==> src/rtl/pc_gen_if.sv <==
// Fetch-address interface between the PC generator and the fetch/control side.
// The control side holds the master modport and pc_gen holds the slave modport.
interface pc_gen_if #(
  parameter int WIDTH     = 32,
  parameter int CNT_WIDTH = 32
);
  logic                 stall;
  logic                 redirect_valid;
  logic [WIDTH-1:0]     redirect_target;
  logic                 trap_req;
  logic                 halt_req;
  logic                 resume;
  logic                 fetch_ready;
  logic [WIDTH-1:0]     pc_out;
  logic                 pc_valid;
  logic                 misalign;
  logic [WIDTH-1:0]     misalign_addr;
  logic [CNT_WIDTH-1:0] fetch_cnt;

  modport master (
    output stall, redirect_valid, redirect_target, trap_req, halt_req, resume, fetch_ready,
    input  pc_out, pc_valid, misalign, misalign_addr, fetch_cnt
  );

  modport slave (
    input  stall, redirect_valid, redirect_target, trap_req, halt_req, resume, fetch_ready,
    output pc_out, pc_valid, misalign, misalign_addr, fetch_cnt
  );
endinterface

==> src/rtl/pc_gen.sv <==
// Fetch-address generator: holds the PC and picks the next one from trap, redirect or increment.
// All outputs are registered; BOOT/RUN/HALT sequencing lives in one clocked process.
module pc_gen #(
  parameter int              WIDTH      = 32,
  parameter longint unsigned RESET_VEC  = 64'h0,
  parameter longint unsigned TRAP_VEC   = 64'h100,
  parameter int              IMEM_WORDS = 64,
  parameter int              CNT_WIDTH  = 32
) (
  input  logic     clk,
  input  logic     rst,
  pc_gen_if.slave  pc_if
);

  localparam logic [WIDTH-1:0] AMASK    = WIDTH'(longint'(IMEM_WORDS) * 4 - 1);
  localparam logic [WIDTH-1:0] RESET_PC = WIDTH'(RESET_VEC) & AMASK;
  localparam logic [WIDTH-1:0] TRAP_PC  = WIDTH'(TRAP_VEC) & AMASK;

  typedef enum logic [1:0] {
    S_BOOT,
    S_RUN,
    S_HALT
  } state_t;

  state_t               r_state;
  logic [WIDTH-1:0]     r_pc;
  logic                 r_pc_valid;
  logic                 r_misalign;
  logic [WIDTH-1:0]     r_misalign_addr;
  logic [CNT_WIDTH-1:0] r_fetch_cnt;

  logic w_acc;
  logic w_bad_target;

  assign w_acc        = r_pc_valid & pc_if.fetch_ready & ~pc_if.stall;
  assign w_bad_target = pc_if.redirect_target[1:0] != 2'b00;

  // NOTE: every register here updates with <= so all of them see the same pre-edge values;
  // rst is tested first so it overrides HALT, redirect and trap alike.
  always_ff @(posedge clk) begin
    if (rst) begin
      r_state         <= S_BOOT;
      r_pc            <= '0;
      r_pc_valid      <= 1'b0;
      r_misalign      <= 1'b0;
      r_misalign_addr <= '0;
      r_fetch_cnt     <= '0;
    end else begin
      r_misalign <= 1'b0;
      if (w_acc) r_fetch_cnt <= r_fetch_cnt + CNT_WIDTH'(1);

      case (r_state)
        S_BOOT: begin
          r_state    <= S_RUN;
          r_pc       <= RESET_PC;
          r_pc_valid <= 1'b1;
        end

        S_RUN: begin
          if (pc_if.trap_req) begin
            r_pc <= TRAP_PC;
          end else if (pc_if.redirect_valid && w_bad_target) begin
            r_pc            <= TRAP_PC;
            r_misalign      <= 1'b1;
            r_misalign_addr <= pc_if.redirect_target;
          end else if (pc_if.redirect_valid) begin
            // Redirects bypass stall/fetch_ready: a taken branch must not be lost.
            r_pc <= pc_if.redirect_target & AMASK;
          end else if (w_acc) begin
            r_pc <= (r_pc + WIDTH'(4)) & AMASK;
          end
          if (pc_if.halt_req) begin
            r_state    <= S_HALT;
            r_pc_valid <= 1'b0;
          end
        end

        S_HALT: begin
          if (pc_if.trap_req) begin
            r_state    <= S_RUN;
            r_pc       <= TRAP_PC;
            r_pc_valid <= 1'b1;
          end else if (pc_if.resume && !pc_if.halt_req) begin
            r_state    <= S_RUN;
            r_pc_valid <= 1'b1;
          end
        end

        default: begin
          r_state    <= S_BOOT;
          r_pc_valid <= 1'b0;
        end
      endcase
    end
  end

  assign pc_if.pc_out        = r_pc;
  assign pc_if.pc_valid      = r_pc_valid;
  assign pc_if.misalign      = r_misalign;
  assign pc_if.misalign_addr = r_misalign_addr;
  assign pc_if.fetch_cnt     = r_fetch_cnt;

endmodule
==> src/flat_wrapper.sv <==
// flat-port wrapper written by rule: the top's interface ports become plain ports
module pc_gen_flat 
#(
  parameter int              WIDTH      = 32,
  parameter longint unsigned RESET_VEC  = 64'h0,
  parameter longint unsigned TRAP_VEC   = 64'h100,
  parameter int              IMEM_WORDS = 64,
  parameter int              CNT_WIDTH  = 32
)
  (clk, rst, pc_if_stall, pc_if_redirect_valid, pc_if_redirect_target, pc_if_trap_req, pc_if_halt_req, pc_if_resume, pc_if_fetch_ready, pc_if_pc_out, pc_if_pc_valid, pc_if_misalign, pc_if_misalign_addr, pc_if_fetch_cnt);
  pc_gen_if #(.WIDTH(WIDTH), .CNT_WIDTH(CNT_WIDTH)) pc_if_i ();
  input  logic clk;
  input  logic rst;
  input wire logic [$bits(pc_if_i.stall)-1:0] pc_if_stall;
  input wire logic [$bits(pc_if_i.redirect_valid)-1:0] pc_if_redirect_valid;
  input wire logic [$bits(pc_if_i.redirect_target)-1:0] pc_if_redirect_target;
  input wire logic [$bits(pc_if_i.trap_req)-1:0] pc_if_trap_req;
  input wire logic [$bits(pc_if_i.halt_req)-1:0] pc_if_halt_req;
  input wire logic [$bits(pc_if_i.resume)-1:0] pc_if_resume;
  input wire logic [$bits(pc_if_i.fetch_ready)-1:0] pc_if_fetch_ready;
  output wire logic [$bits(pc_if_i.pc_out)-1:0] pc_if_pc_out;
  output wire logic [$bits(pc_if_i.pc_valid)-1:0] pc_if_pc_valid;
  output wire logic [$bits(pc_if_i.misalign)-1:0] pc_if_misalign;
  output wire logic [$bits(pc_if_i.misalign_addr)-1:0] pc_if_misalign_addr;
  output wire logic [$bits(pc_if_i.fetch_cnt)-1:0] pc_if_fetch_cnt;
  assign pc_if_i.stall = pc_if_stall;
  assign pc_if_i.redirect_valid = pc_if_redirect_valid;
  assign pc_if_i.redirect_target = pc_if_redirect_target;
  assign pc_if_i.trap_req = pc_if_trap_req;
  assign pc_if_i.halt_req = pc_if_halt_req;
  assign pc_if_i.resume = pc_if_resume;
  assign pc_if_i.fetch_ready = pc_if_fetch_ready;
  assign pc_if_pc_out = pc_if_i.pc_out;
  assign pc_if_pc_valid = pc_if_i.pc_valid;
  assign pc_if_misalign = pc_if_i.misalign;
  assign pc_if_misalign_addr = pc_if_i.misalign_addr;
  assign pc_if_fetch_cnt = pc_if_i.fetch_cnt;
  pc_gen #(.WIDTH(WIDTH), .RESET_VEC(RESET_VEC), .TRAP_VEC(TRAP_VEC), .IMEM_WORDS(IMEM_WORDS), .CNT_WIDTH(CNT_WIDTH)) u_core (.clk(clk), .rst(rst), .pc_if(pc_if_i));
endmodule
==> config.mk <==
export PLATFORM = sky130hd
export DESIGN_NAME = pc_gen_flat
export DESIGN_NICKNAME = d
export VERILOG_FILES = /design/src/rtl/pc_gen_if.sv /design/src/rtl/pc_gen.sv /design/src/flat_wrapper.sv
export SDC_FILE = /design/constraint.sdc
export NUM_CORES = 1
export LEC_CHECK = 0
export BUFFER_PORTS_ARGS = -buffer_cell sky130_fd_sc_hd__buf_2
export CELL_PAD_IN_SITES_DETAIL_PLACEMENT = 1
export CELL_PAD_IN_SITES_GLOBAL_PLACEMENT = 2
export CORE_UTILIZATION = 27
export CTS_BUF_LIST = sky130_fd_sc_hd__clkbuf_8 sky130_fd_sc_hd__clkbuf_16
export CTS_CLUSTER_DIAMETER = 40
export DETAILED_ROUTE_END_ITERATION = 6
export GPL_TIMING_DRIVEN = 0
export PLACE_DENSITY_LB_ADDON = 0.1
export SLEW_MARGIN = 20
export SYNTH_ARGS = -nofsm -noshare
export SYNTH_HDL_FRONTEND = slang
export SYNTH_SLANG_ARGS = --single-unit
==> constraint.sdc <==
create_clock -name clk -period 2.7 [get_ports clk]
set_clock_uncertainty 0.05 [all_clocks]
set_input_delay 0.405 -clock clk [delete_from_list [all_inputs] [get_ports clk]]
set_output_delay 0.405 -clock clk [all_outputs]
set_load 0.02 [all_outputs]
Yosys cells after proc, flatten, opt, wreduce, memory -nomap -nowiden
Index checks and enable logic that the tools add are counted.

Flip-flop bits (word level): 100. Bits of input ports: 40. Output and inout bits: 98. Logic and storage cells: 44.

Add/subtract/negate cells: 2. Equality and inequality tests: 6. Multiplexer cells: 15. Bitwise operators: 5. Reduce and logical (&&, ||, !) cells: 10.

Operator list (count): 32-bit two-way mux (5); 32-bit case mux with 3 select lines (1); 32-bit by 1-bit adder with 32-bit output, second input constant (1); 8-bit by 3-bit adder with 8-bit output, second input constant (1); 2-bit two-way mux (3); 2-bit case mux with 3 select lines (1); 3-bit AND reduction (2); 5-bit by 3-bit != test with 1-bit output, second input constant (1); 1-bit two-way mux (4); 2-bit != test, second input constant (2); 3-bit by 2-bit != test with 1-bit output, second input constant (1); 1-bit inverter (3); 1-bit case mux with 3 select lines (1); 3-bit nonzero test (1); 3-bit OR reduction (1); 1-bit AND (2); 2-bit by 1-bit equality test with 1-bit output, second input constant (1); 2-bit equality test, second input constant (1); 1-bit logical AND (2); 2-bit logical NOT (1); 2-bit AND reduction (1); 2-bit nonzero test (1); 1-bit logical NOT (1).

Depth between registers and ports, before layout
Depth in word-level cells: 7. Gate-level depth with buffers: 7. Depth with buffers taken out: 5.

Least setup slack after synthesis
OpenSTA, ideal clock, no wires.

Path kind: register -> register. From: reg, netlist name u_core.r_state[0]. To: reg u_core.r_fetch_cnt[29], in the netlist u_core.pc_if.fetch_cnt[29]. Library setup time: 123 ps. Arrival: 2048 ps. Required time: 2527 ps. Setup slack: 479 ps. Stages on the path, launching flop included: 7. Buffers on the path: 2. Clock period less this slack: 2221 ps. Cells stage by stage: dfxtp_1 > buf_4 > nand3b_4 > or4_4 > buf_6 > nor4_2 > mux2_1.

RTL lines: end signal, assigned (line pc_gen.sv:50) `if (w_acc) r_fetch_cnt <= r_fetch_cnt + CNT_WIDTH'(1);`; end, declared (line pc_gen.sv:30) `logic [CNT_WIDTH-1:0] r_fetch_cnt;`.

Final worst setup path
From: reg u_core.r_fetch_cnt[0], in the netlist u_core.pc_if.fetch_cnt[0]. To: reg u_core.r_fetch_cnt[28], in the netlist u_core.pc_if.fetch_cnt[28].

Longest elaborated chain between the ends: 1.

Ends and longest elaborated chain (line): 32-bit by 1-bit adder with 32-bit output (pc_gen.sv:50).

Every way passes these cells. A chain may end at the register's enable or synchronous reset.

==> impl_metrics.env <==
export IMPL_worst_slew_pin_slew_ns=0.893
export IMPL_fmax_ghz=0.428
export IMPL_drtPass1Iterations=4
export IMPL_portBuffers=113
export IMPL_power_density_mw_per_mm2=547
export IMPL_async_flop_share_pct=0
export IMPL_cp_required_ns=2.86
export IMPL_fp_dieH_um=116
export IMPL_rows=41
export IMPL_drt_total_wl_um=10700
export IMPL_clkTransAtPathRegs_ns=0.06
export IMPL_dp_hpwl_um=8140
export IMPL_min_period_ns=2.34
export IMPL_die_area_sq_mm=0.0134
export IMPL_die_w_um=116
export IMPL_via_per_inst=4.62
export IMPL_reg2reg_slack_ns=0.36
export IMPL_synthTopCellsByCount="82 x nand2_1, 75 x dfxtp_1, 54 x a21oi_1"
export IMPL_multiInputGateArea_sq_mm=0.00178
export IMPL_setup_viol=0
export IMPL_yosysWarningCount=0
export IMPL_synth_area_sq_mm=0.00350
export IMPL_holdPathEnd="u_core.pc_if.misalign_addr[9]"
export IMPL_end_kind="register"
export IMPL_ioPinCount=138
export IMPL_synth_area_leaders="dfxtp_1 43%, nand2_1 8.8%, a21oi_1 7.7%"
export IMPL_start_util_pct=27.7
export IMPL_whs_ns=0.255
export IMPL_place_area_sq_mm=0.00437
export IMPL_stdcell_count=747
export IMPL_insertion_delay_ns=0.34
export IMPL_synth_seq_cells=75
export IMPL_met3WireLength_um=720
export IMPL_setup_tns_ns=0
export IMPL_first_global_vias=3419
export IMPL_slew_viol_final=0
export IMPL_dp_cells=730
export IMPL_yosysTopAreaCell="dfxtp_1"
export IMPL_num_vias=3454
export IMPL_detail_route_wl_per_cell_um=14.3
export IMPL_grt_start_max_net_pins=13
export IMPL_highest_layer="met5"
export IMPL_vdd_drop_max_mv=0.214
export IMPL_core_area_sq_mm=0.0126
export IMPL_leakagePower_nw=1.99
export IMPL_syn_to_final_growth_pct=33.4
export IMPL_clockRootBuffer="clkbuf_16"
export IMPL_cts_resized_gates=0
export IMPL_drive_above_1_share_pct=28.9
export IMPL_hold_violations=0
export IMPL_final_nets=611
export IMPL_overflow=0
export IMPL_cts_buffers=9
export IMPL_regArea_sq_mm=0.00150
export IMPL_fin_crit_sh_pct=86.5
export IMPL_synth_edf_count=0
export IMPL_cts_sinks=75
export IMPL_status="complete, no violations"
export IMPL_synthCells=422
export IMPL_hold_path_depth=3
export IMPL_synth_top_cell_area_share_pct=42.9
export IMPL_cap_violations=0
export IMPL_grt_pass1_wl_um=17100
export IMPL_yosysSeqAreaShare_pct=42.9
export IMPL_clk_path_buf_depth=2
export IMPL_ant_nets=0
export IMPL_cts_setup_buffers=0
export IMPL_crit_fanout=10
export IMPL_dr_wl_met2_um=5060
export IMPL_grtUsageTotal_pct=16.6
export IMPL_antenna_found_initial=2
export IMPL_drc=0
export IMPL_hold_buffers=0
export IMPL_m1WireLength_um=4730
export IMPL_yosysUniqueCellTypes=47
export IMPL_cts_htree_levels=3
export IMPL_hold_start="pc_if_redirect_target[9]"
export IMPL_reg2reg_depth=7
export IMPL_critPathLaunchType="register"
export IMPL_crit_arrival_ns=2.49
export IMPL_cts_tree="done"
export IMPL_yosysMostFrequentCell="nand2_1"
export IMPL_worstSetupPathType="register to register"
export IMPL_syn_area_per_cell_sq_um=8.29
export IMPL_gp_congestion=0.759
export IMPL_reg2reg_from="u_core.pc_if.fetch_cnt[0]"
export IMPL_yosys_most_used_dff="dfxtp_1"
export IMPL_slew_headroom_pct=39.9
export IMPL_rsz0062_at_grt="no"
export IMPL_final_area_sq_mm=0.00467
export IMPL_holdCritPathClass="input pin to register"
export IMPL_worstReg2RegEnd="u_core.pc_if.fetch_cnt[28]"
export IMPL_drtIter0Drc=118
export IMPL_fillerInstances=1593
## registers in the layout (all words and copies together) (netlist names)
register	count
u_core.pc_if.fetch_cnt	32
u_core.pc_if.misalign_addr	32
u_core.pc_if.pc_out	8
u_core.r_state	2
u_core.pc_if.misalign	1
## routing by layer
layer,vias up,track usage [%]
met1,1627,20.1
met5,-,0
met4,2,6.92
li1,1725,-
met3,12,5.07
met2,88,27.2
## layout make-up
type                            count  share of cell area, %
Antenna cell                        1                 0.0536
Buffer                             46                   5.92
Clock buffer                       13                   6.00
Clock inverter                      3                  0.429
Inverter                            7                  0.563
Multi-Input combinational cell    317                   38.1
Sequential cell                    75                   32.2
Tap cell                          172                   4.61
Timing Repair Buffer              113                   12.1
## worst max-delay path, cell delays in order, from the launching register on
cell and delay, ns:
dfxtp_1 0.38, ha_1 0.23, nand4b_4 0.15, or4_1 0.48
clkbuf_2 0.18, buf_2 0.22, o41ai_1 0.41, a21oi_1 0.11
## cell families (layout without fill, tap and decap cells)
kind of cell	after synthesis	in the layout	share of synthesized area, %
AO/OA/AOI/OAI	88	88	14.7
XOR/XNOR	11	11	2.75
buffers and inverters	53	182	8.65
AND/OR/NAND/NOR	185	185	28.0
adder cells (fa/ha/maj)	2	2	0.715
multiplexers	7	7	2.15
flip-flops	75	75	42.9
other	1	25	0.107
## through the flow
step           total power [mW]  setup slack [ns]  util (%)
3_5_place_dp               1.39             0.338      34.6
4_1_cts                    2.60             0.351      37.0
6_report                   2.56             0.364      37.0
2_1_floorplan              1.31             0.479         -
5_1_grt                    2.66             0.244      37.0
3_3_place_gp               1.38             0.330      34.6
## layout by cell type, fill, tap and decap left out, drive strengths merged, types with 7 or more instances in the layout
cell	count
nor4	7
conb	24
clkbuf	32
o41ai	7
or4	8
buf	140
nor3	7
inv	7
o21ai	11
dfxtp	75
a21oi	54
nor2b	7
nand3	19
nor2	17
nand2	82
o31ai	8
xnor2	8
## power by group
part	leakage [nW]	total [mW]	switching [mW]	internal, mW
clock	0.144	1.20	0.474	0.721
sequential	0.606	1.13	0.0105	1.12
combinational	1.24	0.224	0.139	0.0859
## worst max path at each step
stage	end	cells after the start	slack [ns]	startpoint
2_1_floorplan	u_core.pc_if.fetch_cnt[29]	6	0.48	u_core.r_state[0]
5_1_grt	u_core.pc_if.fetch_cnt[28]	7	0.24	u_core.pc_if.fetch_cnt[0]
3_5_place_dp	u_core.pc_if.fetch_cnt[29]	6	0.34	pc_if_stall
6_report	u_core.pc_if.fetch_cnt[28]	7	0.36	u_core.pc_if.fetch_cnt[0]
4_1_cts	u_core.pc_if.fetch_cnt[28]	7	0.35	u_core.pc_if.fetch_cnt[0]
3_3_place_gp	u_core.pc_if.fetch_cnt[29]	6	0.33	pc_if_stall
Note: power is estimated with default switching activity, not from simulation.
